[src/rtl/tour_pkg.sv]
// Shared constants for the knight's tour sequencer: FSM state codes, headings, opcodes, responses.
// Optional feature macro: TOUR_FANFARE_EN (horizontal legs use the fanfare opcode).
package tour_pkg;

  typedef logic [2:0] state_t;

  localparam state_t IDLE  = 3'd0;
  localparam state_t VERT  = 3'd1;
  localparam state_t HOLDV = 3'd2;
  localparam state_t HORZ  = 3'd3;
  localparam state_t HOLDH = 3'd4;

  localparam logic [7:0] HDG_N = 8'h00;
  localparam logic [7:0] HDG_W = 8'h3F;
  localparam logic [7:0] HDG_S = 8'h7F;
  localparam logic [7:0] HDG_E = 8'hBF;

  localparam logic [3:0] OPC_MOVE    = 4'h2;
  localparam logic [3:0] OPC_MOVE_FF = 4'h3;

`ifdef TOUR_FANFARE_EN
  localparam logic [3:0] OPC_HORZ = OPC_MOVE_FF;
`else
  localparam logic [3:0] OPC_HORZ = OPC_MOVE;
`endif

  localparam logic [7:0] RESP_DONE = 8'hA5;
  localparam logic [7:0] RESP_POS  = 8'h5A;

  function automatic logic [15:0] pack_cmd(input logic [3:0] opc,
                                           input logic [7:0] hdg,
                                           input logic [3:0] sq);
    return {opc, hdg, sq};
  endfunction

endpackage

[src/rtl/tour_sequencer_if.sv]
// Command-path bundle around the tour sequencer: UART side, solver side, command processor side.
interface tour_sequencer_if #(
  parameter int IDX_W = 5
);
  logic [15:0]      cmd_UART;
  logic             cmd_rdy_UART;
  logic             clr_cmd_rdy_UART;
  logic [7:0]       resp;
  logic             tour_go;
  logic [7:0]       move;
  logic [IDX_W-1:0] mv_indx;
  logic [15:0]      cmd;
  logic             cmd_rdy;
  logic             clr_cmd_rdy;
  logic             send_resp;

  // master is the sequencer itself; slave is everything around it
  modport master (
    input  cmd_UART, cmd_rdy_UART, tour_go, move, clr_cmd_rdy, send_resp,
    output clr_cmd_rdy_UART, resp, mv_indx, cmd, cmd_rdy
  );

  modport slave (
    output cmd_UART, cmd_rdy_UART, tour_go, move, clr_cmd_rdy, send_resp,
    input  clr_cmd_rdy_UART, resp, mv_indx, cmd, cmd_rdy
  );
endinterface

[src/rtl/tour_move_decode.sv]
// Combinational decode of a one-hot knight move into vertical and horizontal legs.
module tour_move_decode
  import tour_pkg::*;
(
  input  logic [7:0] move,
  output logic [7:0] vhdg,
  output logic [3:0] vsq,
  output logic [7:0] hhdg,
  output logic [3:0] hsq
);

  // Priority chain: lowest set bit wins; an all-zero move yields N/0 on both legs
  always_comb begin
    // NOTE: every output gets a default first so no path leaves it unassigned (no latch).
    vhdg = HDG_N;
    vsq  = 4'd0;
    hhdg = HDG_N;
    hsq  = 4'd0;
    if (move[0]) begin
      vsq = 4'd2; hhdg = HDG_W; hsq = 4'd1;
    end else if (move[1]) begin
      vsq = 4'd2; hhdg = HDG_E; hsq = 4'd1;
    end else if (move[2]) begin
      vsq = 4'd1; hhdg = HDG_W; hsq = 4'd2;
    end else if (move[3]) begin
      vhdg = HDG_S; vsq = 4'd1; hhdg = HDG_W; hsq = 4'd2;
    end else if (move[4]) begin
      vhdg = HDG_S; vsq = 4'd2; hhdg = HDG_W; hsq = 4'd1;
    end else if (move[5]) begin
      vhdg = HDG_S; vsq = 4'd2; hhdg = HDG_E; hsq = 4'd1;
    end else if (move[6]) begin
      vhdg = HDG_S; vsq = 4'd1; hhdg = HDG_E; hsq = 4'd2;
    end else if (move[7]) begin
      vsq = 4'd1; hhdg = HDG_E; hsq = 4'd2;
    end
  end

endmodule

[src/rtl/tour_sequencer.sv]
// Arbitrates the command interface between UART pass-through and knight's tour replay.
// Build option: TOUR_FANFARE_EN selects the fanfare opcode for horizontal legs (see tour_pkg).
module tour_sequencer
  import tour_pkg::*;
#(
  parameter int NUM_MOVES = 24,
  parameter int IDX_W     = 5
) (
  input  logic             clk,
  input  logic             rst_n,
  tour_sequencer_if.master bus
);

  localparam logic [IDX_W-1:0] LAST_IDX = IDX_W'(NUM_MOVES - 1);

  state_t           state, state_nxt;
  logic [IDX_W-1:0] mv_indx, mv_indx_nxt;
  logic [7:0]       vhdg, hhdg;
  logic [3:0]       vsq, hsq;
  logic [15:0]      vert_cmd, horz_cmd;
  logic             at_last;

  tour_move_decode u_decode (
    .move (bus.move),
    .vhdg (vhdg),
    .vsq  (vsq),
    .hhdg (hhdg),
    .hsq  (hsq)
  );

  assign vert_cmd    = pack_cmd(OPC_MOVE, vhdg, vsq);
  assign horz_cmd    = pack_cmd(OPC_HORZ, hhdg, hsq);
  assign at_last     = (mv_indx == LAST_IDX);
  assign bus.mv_indx = mv_indx;

  always_comb begin
    state_nxt   = state;
    mv_indx_nxt = mv_indx;
    case (state)
      IDLE: if (bus.tour_go) begin
        state_nxt   = VERT;
        mv_indx_nxt = '0;
      end
      VERT:  if (bus.clr_cmd_rdy) state_nxt = HOLDV;
      HOLDV: if (bus.send_resp)   state_nxt = HORZ;
      HORZ:  if (bus.clr_cmd_rdy) state_nxt = HOLDH;
      HOLDH: if (bus.send_resp) begin
        if (at_last) begin
          state_nxt = IDLE;
        end else begin
          state_nxt   = VERT;
          mv_indx_nxt = mv_indx + 1'b1;
        end
      end
      default: state_nxt = IDLE;
    endcase
  end

  always_ff @(posedge clk or negedge rst_n) begin
    if (!rst_n) begin
      state   <= IDLE;
      mv_indx <= '0;
    end else begin
      // NOTE: sequential state uses non-blocking assignment so all flops update together.
      state   <= state_nxt;
      mv_indx <= mv_indx_nxt;
    end
  end

  // During a tour the UART side is fenced off; its command waits until IDLE
  always_comb begin
    bus.cmd              = vert_cmd;
    bus.cmd_rdy          = 1'b0;
    bus.clr_cmd_rdy_UART = 1'b0;
    bus.resp             = RESP_POS;
    case (state)
      IDLE: begin
        bus.cmd              = bus.cmd_UART;
        bus.cmd_rdy          = bus.cmd_rdy_UART;
        bus.clr_cmd_rdy_UART = bus.clr_cmd_rdy;
        bus.resp             = RESP_DONE;
      end
      VERT:  bus.cmd_rdy = 1'b1;
      HOLDV: bus.cmd     = vert_cmd;
      HORZ: begin
        bus.cmd     = horz_cmd;
        bus.cmd_rdy = 1'b1;
      end
      HOLDH: begin
        bus.cmd = horz_cmd;
        if (bus.send_resp && at_last) bus.resp = RESP_DONE;
      end
      default: ;
    endcase
  end

endmodule
[src/flat_wrapper.sv]
// flat-port wrapper written by rule: the top's interface ports become plain ports
module tour_sequencer_flat import tour_pkg::*;
#(
  parameter int NUM_MOVES = 24,
  parameter int IDX_W     = 5
)
  (clk, rst_n, bus_cmd_UART, bus_cmd_rdy_UART, bus_tour_go, bus_move, bus_clr_cmd_rdy, bus_send_resp, bus_clr_cmd_rdy_UART, bus_resp, bus_mv_indx, bus_cmd, bus_cmd_rdy);
  tour_sequencer_if #(.IDX_W(IDX_W)) bus_i ();
  input  logic clk;
  input  logic rst_n;
  input wire logic [$bits(bus_i.cmd_UART)-1:0] bus_cmd_UART;
  input wire logic [$bits(bus_i.cmd_rdy_UART)-1:0] bus_cmd_rdy_UART;
  input wire logic [$bits(bus_i.tour_go)-1:0] bus_tour_go;
  input wire logic [$bits(bus_i.move)-1:0] bus_move;
  input wire logic [$bits(bus_i.clr_cmd_rdy)-1:0] bus_clr_cmd_rdy;
  input wire logic [$bits(bus_i.send_resp)-1:0] bus_send_resp;
  output wire logic [$bits(bus_i.clr_cmd_rdy_UART)-1:0] bus_clr_cmd_rdy_UART;
  output wire logic [$bits(bus_i.resp)-1:0] bus_resp;
  output wire logic [$bits(bus_i.mv_indx)-1:0] bus_mv_indx;
  output wire logic [$bits(bus_i.cmd)-1:0] bus_cmd;
  output wire logic [$bits(bus_i.cmd_rdy)-1:0] bus_cmd_rdy;
  assign bus_i.cmd_UART = bus_cmd_UART;
  assign bus_i.cmd_rdy_UART = bus_cmd_rdy_UART;
  assign bus_i.tour_go = bus_tour_go;
  assign bus_i.move = bus_move;
  assign bus_i.clr_cmd_rdy = bus_clr_cmd_rdy;
  assign bus_i.send_resp = bus_send_resp;
  assign bus_clr_cmd_rdy_UART = bus_i.clr_cmd_rdy_UART;
  assign bus_resp = bus_i.resp;
  assign bus_mv_indx = bus_i.mv_indx;
  assign bus_cmd = bus_i.cmd;
  assign bus_cmd_rdy = bus_i.cmd_rdy;
  tour_sequencer #(.NUM_MOVES(NUM_MOVES), .IDX_W(IDX_W)) u_core (.clk(clk), .rst_n(rst_n), .bus(bus_i));
endmodule
[config.mk]
export PLATFORM = sky130hd
export DESIGN_NAME = tour_sequencer_flat
export DESIGN_NICKNAME = d
export VERILOG_FILES = /design/src/rtl/tour_pkg.sv /design/src/rtl/tour_sequencer_if.sv /design/src/rtl/tour_move_decode.sv /design/src/rtl/tour_sequencer.sv /design/src/flat_wrapper.sv
export SDC_FILE = /design/constraint.sdc
export NUM_CORES = 1
export LEC_CHECK = 0
export BUFFER_PORTS_ARGS = -buffer_cell sky130_fd_sc_hd__buf_2
export CAP_MARGIN = 25
export CORE_ASPECT_RATIO = 2
export CORE_UTILIZATION = 45
export DETAILED_ROUTE_END_ITERATION = 10
export GPL_ROUTABILITY_DRIVEN = 0
export PLACE_DENSITY = 0.85
export SLEW_MARGIN = 20
export SYNTH_ARGS = -nofsm -noshare
export SYNTH_HDL_FRONTEND = slang
export SYNTH_HIERARCHICAL = 1
export SYNTH_SLANG_ARGS = --single-unit
[constraint.sdc]
create_clock -name clk -period 2.5 [get_ports clk]
set_input_delay 0.375 -clock clk [delete_from_list [all_inputs] [get_ports clk]]
set_output_delay 0.375 -clock clk [all_outputs]
set_load 0.02 [all_outputs]
==> flow_summary_export.csv, run 1 <==
group,metric,value,unit
status,status,"completed",
power_and_ir_drop,peakVddDrop,791,uV
synth,async_flop_share,1.00,
power_and_ir_drop,seqPwrFrac,0.136,
synth,synth-simple-area-share,0.190,
drt,vias,1485,
power_and_ir_drop,power,0.00194,W
drt,wire_per_inst,14.2,um
synth,ys_types,42,
timing,period_needed,2400,ps
power_and_ir_drop,power_switching,0.00109,W
grt,grt_max_degree,27,
power_and_ir_drop,power_per_cell_area,1280,nW/um^2
finish,fill_cells,270,
critical_path,rrSetupSlack,810,ps
critical_path,arrival,2030,ps
synth,synth_compound_area_frac,0.309,
cts,cts.reportedPaths.clkPinSlew,40,ps
run,cap_violations,0,
floorplanning,die_area,3070,um^2
floorplanning,die_y,77.4,um
finish,n_antenna_cell,0,
finish,drive_above_1_share,0.420,
synth,synth_top_family_by_area,"compound AO/OA/AOI/OAI gates",
floorplanning,fp.dieW,39.7,um
power_and_ir_drop,combPwrFrac,0.782,
grt,track_usage,0.234,
synth,yosysTopAreaCell,"dfrtp_1",
cts,cts_root_buf,"clkbuf_8",
finish,areaGrowthSynthToFinish,18.5,%
synth,muxShareOfSynthArea,0.114,
drt,firstDrtPassIters,4,
synth,synthTopCellsByCount,"25 x buf_4, 17 x nand2_1, 16 x o21ai_0",
grt,grt_pass1_wl,5430,um
cts,cts_sinks,8,
critical_path,worst-path-stages,7,
grt,antenna_found_initial,0,
cts,htree_levels,1,
drt,detail-route-antenna-nets,0,
synth,syn_area,1280,um^2
synth,synth-edff-count,0,
critical_path,ff2ff_path_depth,4,
floorplanning,row_count,27,
critical_path,path_max_fanout,5,
critical_path,worstPathRequired,2120,ps
critical_path,worstSetupEndpointType,"output pin",
timing,clock-skew-final,2.65,ps
power_and_ir_drop,pwr-share-clk,0.083,
drt,routed_via_density,6.16,
synth,yosysSeqAreaShare,0.157,
floorplanning,io_pins,61,
synth,synthAdderAreaFrac,0.00978,
floorplanning,initial_core_util,0.467,
timing,max_freq,417,MHz
critical_path,crit_family,"simple AND/OR/NAND/NOR gates",
synth,yosys_warnings,6,
synth,synthTopCellsByArea,"dfrtp_1 16%, buf_4 15%, mux2_2 11%",
place,port_buffers,60,
timing,setup_violations,0,
synth,postSynthCellCount,172,
critical_path,start_kind,"input pin",
timing,maxSlewViolCount,0,
power_and_ir_drop,p_leak,0.678,nW
worst_hold_path,hold_path.class,"input pin to flip-flop",
drt,drtIter0Drc,56,
drt,wl,3410,um
floorplanning,coreArea,2740,um^2
finish,final_cells,241,
synth,synth_xor_area_frac,0.00685,
finish,multi_input_area,841,um^2
power_and_ir_drop,netSwitchingFraction,0.561,
critical_path,regToRegEndpoint,"u_core/bus.mv_indx[3]",
critical_path,critPathMaxStageDelay,580,ps
place,dp.cells,234,
grt,grt.overflow.total,0,
place,hpwl,2460,um
synth,synth.most_common_cell,"buf_4",
critical_path,cp_slowest_cell,"or4_1",
cts,clock_latency,230,ps
critical_path,crit_top_cell,"buf_2",
critical_path,cp_cell_sequence,"buf_2, or4_1, nand3b_1, mux2_2, o32ai_1, a31oi_1, buf_2",
critical_path,r2r-start,"u_core/state[1]",
timing,rsz0062_at_grt,"false",
cts,cts_tree,"yes",
finish,regArea,200,um^2
worst_hold_path,min_path_cells,2,
drt,drc,0,
synth,avgSynthCellArea,7.43,um^2
cts,ctsLongestPathBuffers,2,
critical_path,critPathKind,"input pin to output pin",
synth,synth_ff_type,"dfrtp_1",
cts,cts_made_buffers,3,
critical_path,crit_buf_inv,2,
worst_hold_path,hold_path.startpoint,"bus_clr_cmd_rdy",
grt,grt_pass1_vias,1305,
timing,hold_viol,0,
synth,synth_top_area_share,0.157,
synth,ys_ff_latch,8,
finish,layout.nets,245,
worst_hold_path,hold_end,"u_core/state[2]",
power_and_ir_drop,intPower,0.000852,W
timing,fin_crit_sh,0.960,
area by class of cell:
class | instances | share of cell area
flip-flops and latches | 8 | 0.132
clock buffers | 3 | 0.0273
repair buffers | 71 | 0.254
multi-input cells | 127 | 0.555
inverters | 3 | 0.00743
well taps | 29 | 0.0239
placed cells by master, fill, tap and decap left out, types with 4 or more instances in the layout:
master	netlist	routed
dfrtp_1	8	8
o32ai_1	12	12
buf_2	6	60
nor2_1	7	7
o21ai_0	16	16
a31oi_1	12	12
nand2_1	17	17
o311ai_1	4	4
nand3_1	6	6
mux2_2	12	12
buf_4	25	10
conb_1	1	6
worst max-delay path by stage:
| stage | from | endpoint | slack, ps |
|---|---|---|---|
| finish | bus_move[6] | bus_cmd[5] | 100 |
| global route | bus_move[6] | bus_cmd[8] | 0.4 |
| CTS | bus_move[6] | bus_cmd[4] | 60 |
| detailed placement | bus_move[6] | bus_cmd[4] | -7 |
| global placement | bus_move[6] | bus_cmd[4] | 40 |
| floorplan | bus_move[6] | bus_cmd[10] | 100 |
logic make-up after synthesis:
logic type	after synthesis
DFF	8
muxes	13
AOI/OAI and AO/OA	57
xor gates and xnor gates	1
buffers and inverters	43
other	1
adders and majority gates	1
and+or+nand+nor	48
state kept, by name, summed over array words and instances (netlist names):
name	count
u_core/bus.mv_indx	5
u_core/state	3
metrics by stage:
stage          cell area, um^2  TNS, ps  hold slack [ps]   util  setup WS [ps]
2_1_floorplan             1300        0             79.4      -            102
3_3_place_gp              1440        0              232  0.527           36.1
3_5_place_dp              1440    -6.87              236  0.527          -6.87
4_1_cts                   1510        0              452  0.551           64.7
5_1_grt                   1520        0              489  0.554          0.436
6_report                  1520        0              449  0.554           99.1
layer usage:
metal	vias to the layer above	track usage	wire length (um)
met4	0	0.0621	38
met5	-	0	0
met1	706	0.247	1260
met2	74	0.441	1890
met3	5	0.0229	227
li1	700	-	-
power by group through the flow:
stage          logic (W)  clock network, W  registers, W
6_report         0.00152          0.000160      0.000264
5_1_grt          0.00165          0.000165      0.000274
4_1_cts          0.00152          0.000161      0.000262
3_5_place_dp     0.00151                 0      0.000262
3_3_place_gp     0.00149                 0      0.000259
2_1_floorplan    0.00118                 0      0.000250
what timing repair did:
| action | CTS | global route |
|---|---|---|
| endpoints found under the hold margin | 8 | 0 |
| endpoints found under the setup margin | 5 | 5 |
| resized for setup | 0 | 0 |
| hold buffers | 1 | 0 |
| buffers inserted | 2 | 0 |
| gates cloned | 0 | 1 |
Power figures use the tool's default switching activity.
==> run 2: changes to the inputs <==
BUFFER_PORTS_ARGS = -buffer_cell sky130_fd_sc_hd__buf_4   (was -buffer_cell sky130_fd_sc_hd__buf_2)
CORE_UTILIZATION = 47   (was 45)
PLACE_DENSITY = 0.88   (was 0.85)
TNS_END_PERCENT = 50   (was not set)
==> run 2 against run 1 <==
  * Die area is 4.1% lower
  * Highest routed layer unchanged
  * Core utilization grew 9.7 points
  * Design area rose by 10%
  * Combinational power rose by 14%
  * Largest cell class unchanged
  * Critical path type unchanged
==> flow_summary_export.csv, run 2 (synthesis gave the netlist of run 1 again) <==
group,metric,value,unit
status,status,"completed",
timing,relSlewSlack,0.668,
critical_path,worstPathRequired,2120,ps
drt,wl,3450,um
floorplanning,die_area,2950,um^2
drt,detail-route-antenna-nets,0,
drt,routed_via_density,5.95,
finish,max_flop_register,"u_core/bus.mv_indx",
grt,grt_pass1_vias,1205,
place,dp.cells,233,
critical_path,arrival,2000,ps
power_and_ir_drop,power_per_cell_area,1290,nW/um^2
finish,layout_common_cells,"69 x buf_4, 17 x nand2_1, 16 x o21ai_0",
critical_path,critPathKind,"input pin to output pin",
cts,cts_made_buffers,3,
cts,cts.reportedPaths.clkPinSlew,40,ps
timing,maxSlewViolCount,0,
grt,grt.overflow.total,0,
critical_path,cp_cell_sequence,"buf_4, or4_4, nand3b_1, mux2_2, o32ai_1, a31oi_1, buf_4",
cts,cts_tree,"yes",
power_and_ir_drop,power_switching,0.00112,W
floorplanning,io_pins,61,
critical_path,critPathMaxStageDelay,540,ps
timing,final.setup.tns,0,ps
floorplanning,fp.dieW,38.9,um
power_and_ir_drop,combPwrFrac,0.806,
timing,clock-skew-final,1.42,ps
timing,max_freq,421,MHz
drt,wire_per_inst,14.4,um
timing,setup_violations,0,
cts,htree_levels,1,
drt,drc,0,
drt,firstDrtPassIters,4,
grt,antenna_found_initial,0,
drt,vias,1421,
cts,cts_root_buf,"clkbuf_8",
finish,top_regs,"u_core/bus.mv_indx (5), u_core/state (3)",
finish,layout.nets,244,
drt,drtIter0Drc,61,
cts,ctsLongestPathBuffers,2,
run,cap_violations,0,
power_and_ir_drop,peakVddDrop,1140,uV
power_and_ir_drop,pwr-share-clk,0.074,
grt,grt_pass1_wl,5200,um
finish,largest_reg_flops,5,
power_and_ir_drop,netSwitchingFraction,0.517,
critical_path,start_kind,"input pin",
critical_path,cp_slowest_cell,"or4_4",
grt,grt_max_degree,27,
floorplanning,row_count,26,
critical_path,path_max_fanout,6,
timing,max_slew.worst_pin.slew,484,ps
place,hpwl,2530,um
worst_hold_path,hold_path.class,"input pin to flip-flop",
power_and_ir_drop,p_leak,0.727,nW
critical_path,worstSetupEndpointType,"output pin",
cts,cts_sinks,8,
power_and_ir_drop,seqPwrFrac,0.120,
floorplanning,initial_core_util,0.498,
finish,drive_above_1_share,0.427,
floorplanning,coreArea,2570,um^2
timing,hold_viol,0,
critical_path,crit_top_cell,"buf_4",
place,port_buffers,60,
finish,final_cells,239,
finish,n_antenna_cell,0,
grt,track_usage,0.245,
timing,rsz0062_at_grt,"false",
power_and_ir_drop,intPower,0.00104,W
timing,fin_crit_sh,0.950,
floorplanning,die_y,75.8,um
cts,clock_latency,230,ps
finish,areaGrowthSynthToFinish,30.7,%
finish,layout.cells.most_common,"buf_4",
timing,period_needed,2380,ps
-- run 2: metrics by stage --
stage / utilization / worst slack [ps] / total power (W) / cell area [um^2] / hold slack (ps)
floorplan: - / 102 / 0.00143 / 1300 / 79.4
global placement: 0.619 / 43.8 / 0.00195 / 1590 / 203
detailed placement: 0.619 / 28.0 / 0.00198 / 1590 / 205
CTS: 0.639 / 21.7 / 0.00215 / 1640 / 429
global route: 0.650 / 21.6 / 0.00234 / 1670 / 441
finish: 0.650 / 125 / 0.00216 / 1670 / 433
-- run 2: path summary, 6_finish.rpt --
check / from / to / slack, ps / cells after the start
max: bus_move[6] / bus_cmd[8] / 120 / 7
max reg2reg: u_core/state[1] / u_core/bus.mv_indx[0] / 840 / 4
max in group asynchronous: rst_n / u_core/state[0] / 1870 / 2
min reg2reg: u_core/bus.mv_indx[2] / u_core/bus.mv_indx[2] / 580 / 1
min: bus_clr_cmd_rdy / u_core/state[2] / 430 / 2
min in group asynchronous: rst_n / u_core/bus.mv_indx[1] / 500 / 2
-- run 2: final cells by class --
class | count | area [um^2]
Timing Repair Buffer | 70 | 528
Inverter | 3 | 11.3
Tap cell | 28 | 35.0
Sequential cell | 8 | 200
Fill cell | 236 | 898
Clock buffer | 3 | 41.3
Multi-Input combinational cell | 127 | 856
-- run 2: what timing repair did --
item,in CTS,in global routing
gates resized for setup,0,3
buffers inserted,0,1
hold buffers,1,0
endpoints found under the setup margin,0,6
endpoints found under the hold margin,8,0
-- run 2: critical path, delay by kind of cell --
kind / cells / cell delay, ps
buffers and inverters: 2 / 280
AND/OR/NAND/NOR: 2 / 830
multiplexers: 1 / 330
AO/OA/AOI/OAI: 2 / 190
-- run 2: power groups by stage --
stage                     Clock, W  Combinational [W]  Sequential, W
after global placement           0            0.00170       0.000257
after floorplan                  0            0.00118       0.000250
after detailed placement         0            0.00172       0.000258
after global routing      0.000172            0.00189       0.000270
after CTS                 0.000165            0.00172       0.000258
final                     0.000160            0.00174       0.000260
-- run 2: routing by layer --
metal,vias to the layer above,GRT usage,wire length [um]
met4,0,0.0996,45
met2,50,0.456,1960
met3,5,0.0321,193
met1,670,0.262,1250
li1,696,-,-
met5,-,0,0
==> run 3: changes to the inputs <==
CORE_ASPECT_RATIO = not set   (was 2)
CORE_UTILIZATION = 41   (was 47)
PLACE_DENSITY = 0.86   (was 0.88)
SYNTH_HIERARCHICAL = not set   (was 1)
==> run 3 against run 2 <==
  * Via count decreased by 27%
  * Combinational power decreased by 28%
  * Wire length decreased by 26%
  * Register-to-register slack got worse by 90 ps
  * Worst hold slack got worse by 100 ps
  * Sequential power decreased by 14%
  * Synthesized cell count decreased by 34%
  * Setup slack got worse by 4.5 ps
  * Core utilization increased by 2.3 points
  * Design area decreased by 19%
  * Clock-buffer cell count unchanged
  * Final cell count decreased by 18%
==> flow_summary_export.csv, run 3 <==
group,metric,value,unit
synth,synth_top_area_share,0.224,
timing,clock-skew-final,6.63,ps
finish,areaGrowthSynthToFinish,50.6,%
cts,htree_levels,1,
synth,synth_xor_area_frac,0.0196,
place,dpl_cell_area,1320,um^2
synth,synth-simple-area-share,0.345,
floorplanning,initial_core_util,0.447,
critical_path,critPathMaxStageDelay,520,ps
critical_path,path_max_fanout,10,
place,hpwl,2080,um
cts,cts_sinks,8,
finish,drive_above_1_share,0.444,
power_and_ir_drop,power,0.00158,W
grt,grt_max_degree,17,
floorplanning,row_count,16,
grt,track_usage,0.235,
floorplanning,die_area,2370,um^2
cts,cts.reportedPaths.clkPinSlew,60,ps
worst_hold_path,hold_path.class,"input pin to flip-flop",
synth,ys_ff_latch,8,
synth,synth_ff_type,"dfrtp_1",
critical_path,arrival,2000,ps
synth,yosys_warnings,0,
timing,max_slew.worst_pin.slew,402,ps
timing,period_needed,2380,ps
synth,yosysSeqAreaShare,0.224,
timing,fin_crit_sh,0.952,
drt,firstDrtPassIters,4,
power_and_ir_drop,p_leak,0.686,nW
finish,layout.cells.most_common,"buf_4",
power_and_ir_drop,peakVddDrop,906,uV
synth,synth_compound_area_frac,0.257,
timing,relSlewSlack,0.732,
grt,grt_pass1_wl,4420,um
synth,synthAdderAreaFrac,0.0140,
synth,syn_area,895,um^2
run,cap_violations,0,
cts,clock_latency,270,ps
finish,layout_common_cells,"62 x buf_4, 13 x nand2_1, 8 x nor2_1, 8 x a21o_1, 8 x dfrtp_1",
status,status,"completed",
finish,layout.nets,202,
synth,synth.most_common_cell,"nand2_1",
finish,max_flop_register,"u_core.bus.mv_indx",
timing,hold_viol,0,
synth,ys_types,41,
finish,final_area,1350,um^2
critical_path,start_kind,"flip-flop",
cts,cts_root_buf,"clkbuf_4",
drt,drtIter0Drc,14,
drt,detail-route-antenna-nets,0,
finish,n_antenna_cell,0,
grt,grt.overflow.total,0,
critical_path,critPathKind,"flip-flop to output pin",
cts,cts_tree,"yes",
drt,routed_via_density,5.29,
synth,muxShareOfSynthArea,0.0350,
critical_path,worstSetupEndpointType,"output pin",
synth,synth-edff-count,0,
synth,postSynthCellCount,114,
timing,final.setup.tns,0,ps
drt,wire_per_inst,13.1,um
synth,async_flop_share,1.00,
critical_path,crit_buf_inv,1,
critical_path,worstPathRequired,2120,ps
synth,synthTopCellsByArea,"dfrtp_1 22%, a21o_1 6.7%, buf_4 6.7%",
power_and_ir_drop,power_per_cell_area,1180,nW/um^2
synth,synth_top_family_by_area,"simple AND/OR/NAND/NOR gates",
floorplanning,coreArea,2000,um^2
drt,vias,1036,
cts,ctsLongestPathBuffers,2,
finish,top_regs,"u_core.bus.mv_indx (5), u_core.state (3)",
timing,max_freq,420,MHz
critical_path,cp_slowest_cell,"dfrtp_1",
timing,rsz0062_at_grt,"false",
finish,largest_reg_flops,5,
timing,maxSlewViolCount,0,
synth,synth_nets,145,
floorplanning,fp.dieW,48.7,um
drt,drc,0,
cts,cts_resized,0,
drt,wl,2560,um
grt,grt_pass1_vias,1036,
critical_path,crit_family,"simple AND/OR/NAND/NOR gates",
timing,setup_violations,0,
cts,cts_made_buffers,3,
synth,synthTopCellsByCount,"13 x nand2_1, 8 x a21o_1, 8 x buf_4, 8 x dfrtp_1, 8 x nor2_1",
finish,fill_cells,185,
critical_path,cp_cell_sequence,"and3b_1, or4_4, o21ai_2, a21o_1, buf_4",
floorplanning,die_y,48.7,um
finish,final_util,0.673,
synth,yosysTopAreaCell,"dfrtp_1",
place,port_buffers,60,
floorplanning,io_pins,61,
grt,antenna_found_initial,0,
synth,avgSynthCellArea,7.85,um^2
run 3: cell types whose count changed after synthesis, sizes merged, moves of 3 or more:
| cell | delta |
|---|---|
| buf | -24 |
| clkbuf | -5 |
| nand2 | -4 |
| mux2 | -11 |
| a21o | +7 |
| a21oi | +3 |
| o311ai | -4 |
| nor4 | +4 |
| and2 | +4 |
| o21ai | -11 |
| a31oi | -11 |
| o32ai | -11 |
run 3: stage by stage:
stage,instances,hold WS [ps],setup WS [ps]
detailed placement,192,200,274
global placement,192,196,301
floorplan,114,79.4,403
global route,196,329,23.7
finish,196,328,120
CTS,196,326,119
run 3: power by group:
group | total (W) | switching [W] | internal, W
sequential | 0.000223 | 0.0000674 | 0.000155
clock | 0.000107 | 0.0000518 | 0.0000554
combinational | 0.00125 | 0.000706 | 0.000549
run 3: cell families after synthesis:
group	count (synthesis)
muxes	3
and+or+nand+nor	53
xor gates and xnor gates	2
buffers and inverters	15
DFF	8
AOI/OAI and AO/OA	32
adders and majority gates	1
run 3: layer usage:
layer	track usage	vias up	share of wire
met3	0.0220	5	0.028
li1	-	524	-
met1	0.278	484	0.41
met4	0.108	0	0.016
met2	0.424	23	0.54
met5	0	-	0
run 3: path summary, 6_finish.rpt:
kind                                        from                    end  slack (ps)  cells past startpoint
setup reg to reg           u_core.bus.mv_indx[0]  u_core.bus.mv_indx[2]         750                      5
max in group asynchronous                  rst_n  u_core.bus.mv_indx[1]        1910                      2
hold / removal                     bus_send_resp        u_core.state[2]         330                      2
setup / recovery                 u_core.state[1]             bus_cmd[7]         120                      5
hold reg to reg            u_core.bus.mv_indx[0]  u_core.bus.mv_indx[0]         600                      1
min in group asynchronous                  rst_n        u_core.state[2]         450                      2
run 3: repair_timing:
action                                  in CTS  in global routing
endpoints found under the hold margin        8                  0
hold buffers                                 1                  0
setup buffers                                0                  0
endpoints found under the setup margin       0                  0
run 3: final cells by class:
type / instances / area (um^2) / area share
Inverter: 4 / 15.0 / 0.0111
Tap cell: 27 / 33.8 / 0.0251
Timing Repair Buffer: 63 / 475 / 0.353
Sequential cell: 8 / 200 / 0.149
Clock buffer: 3 / 22.5 / 0.0167
Multi-Input combinational cell: 91 / 601 / 0.446
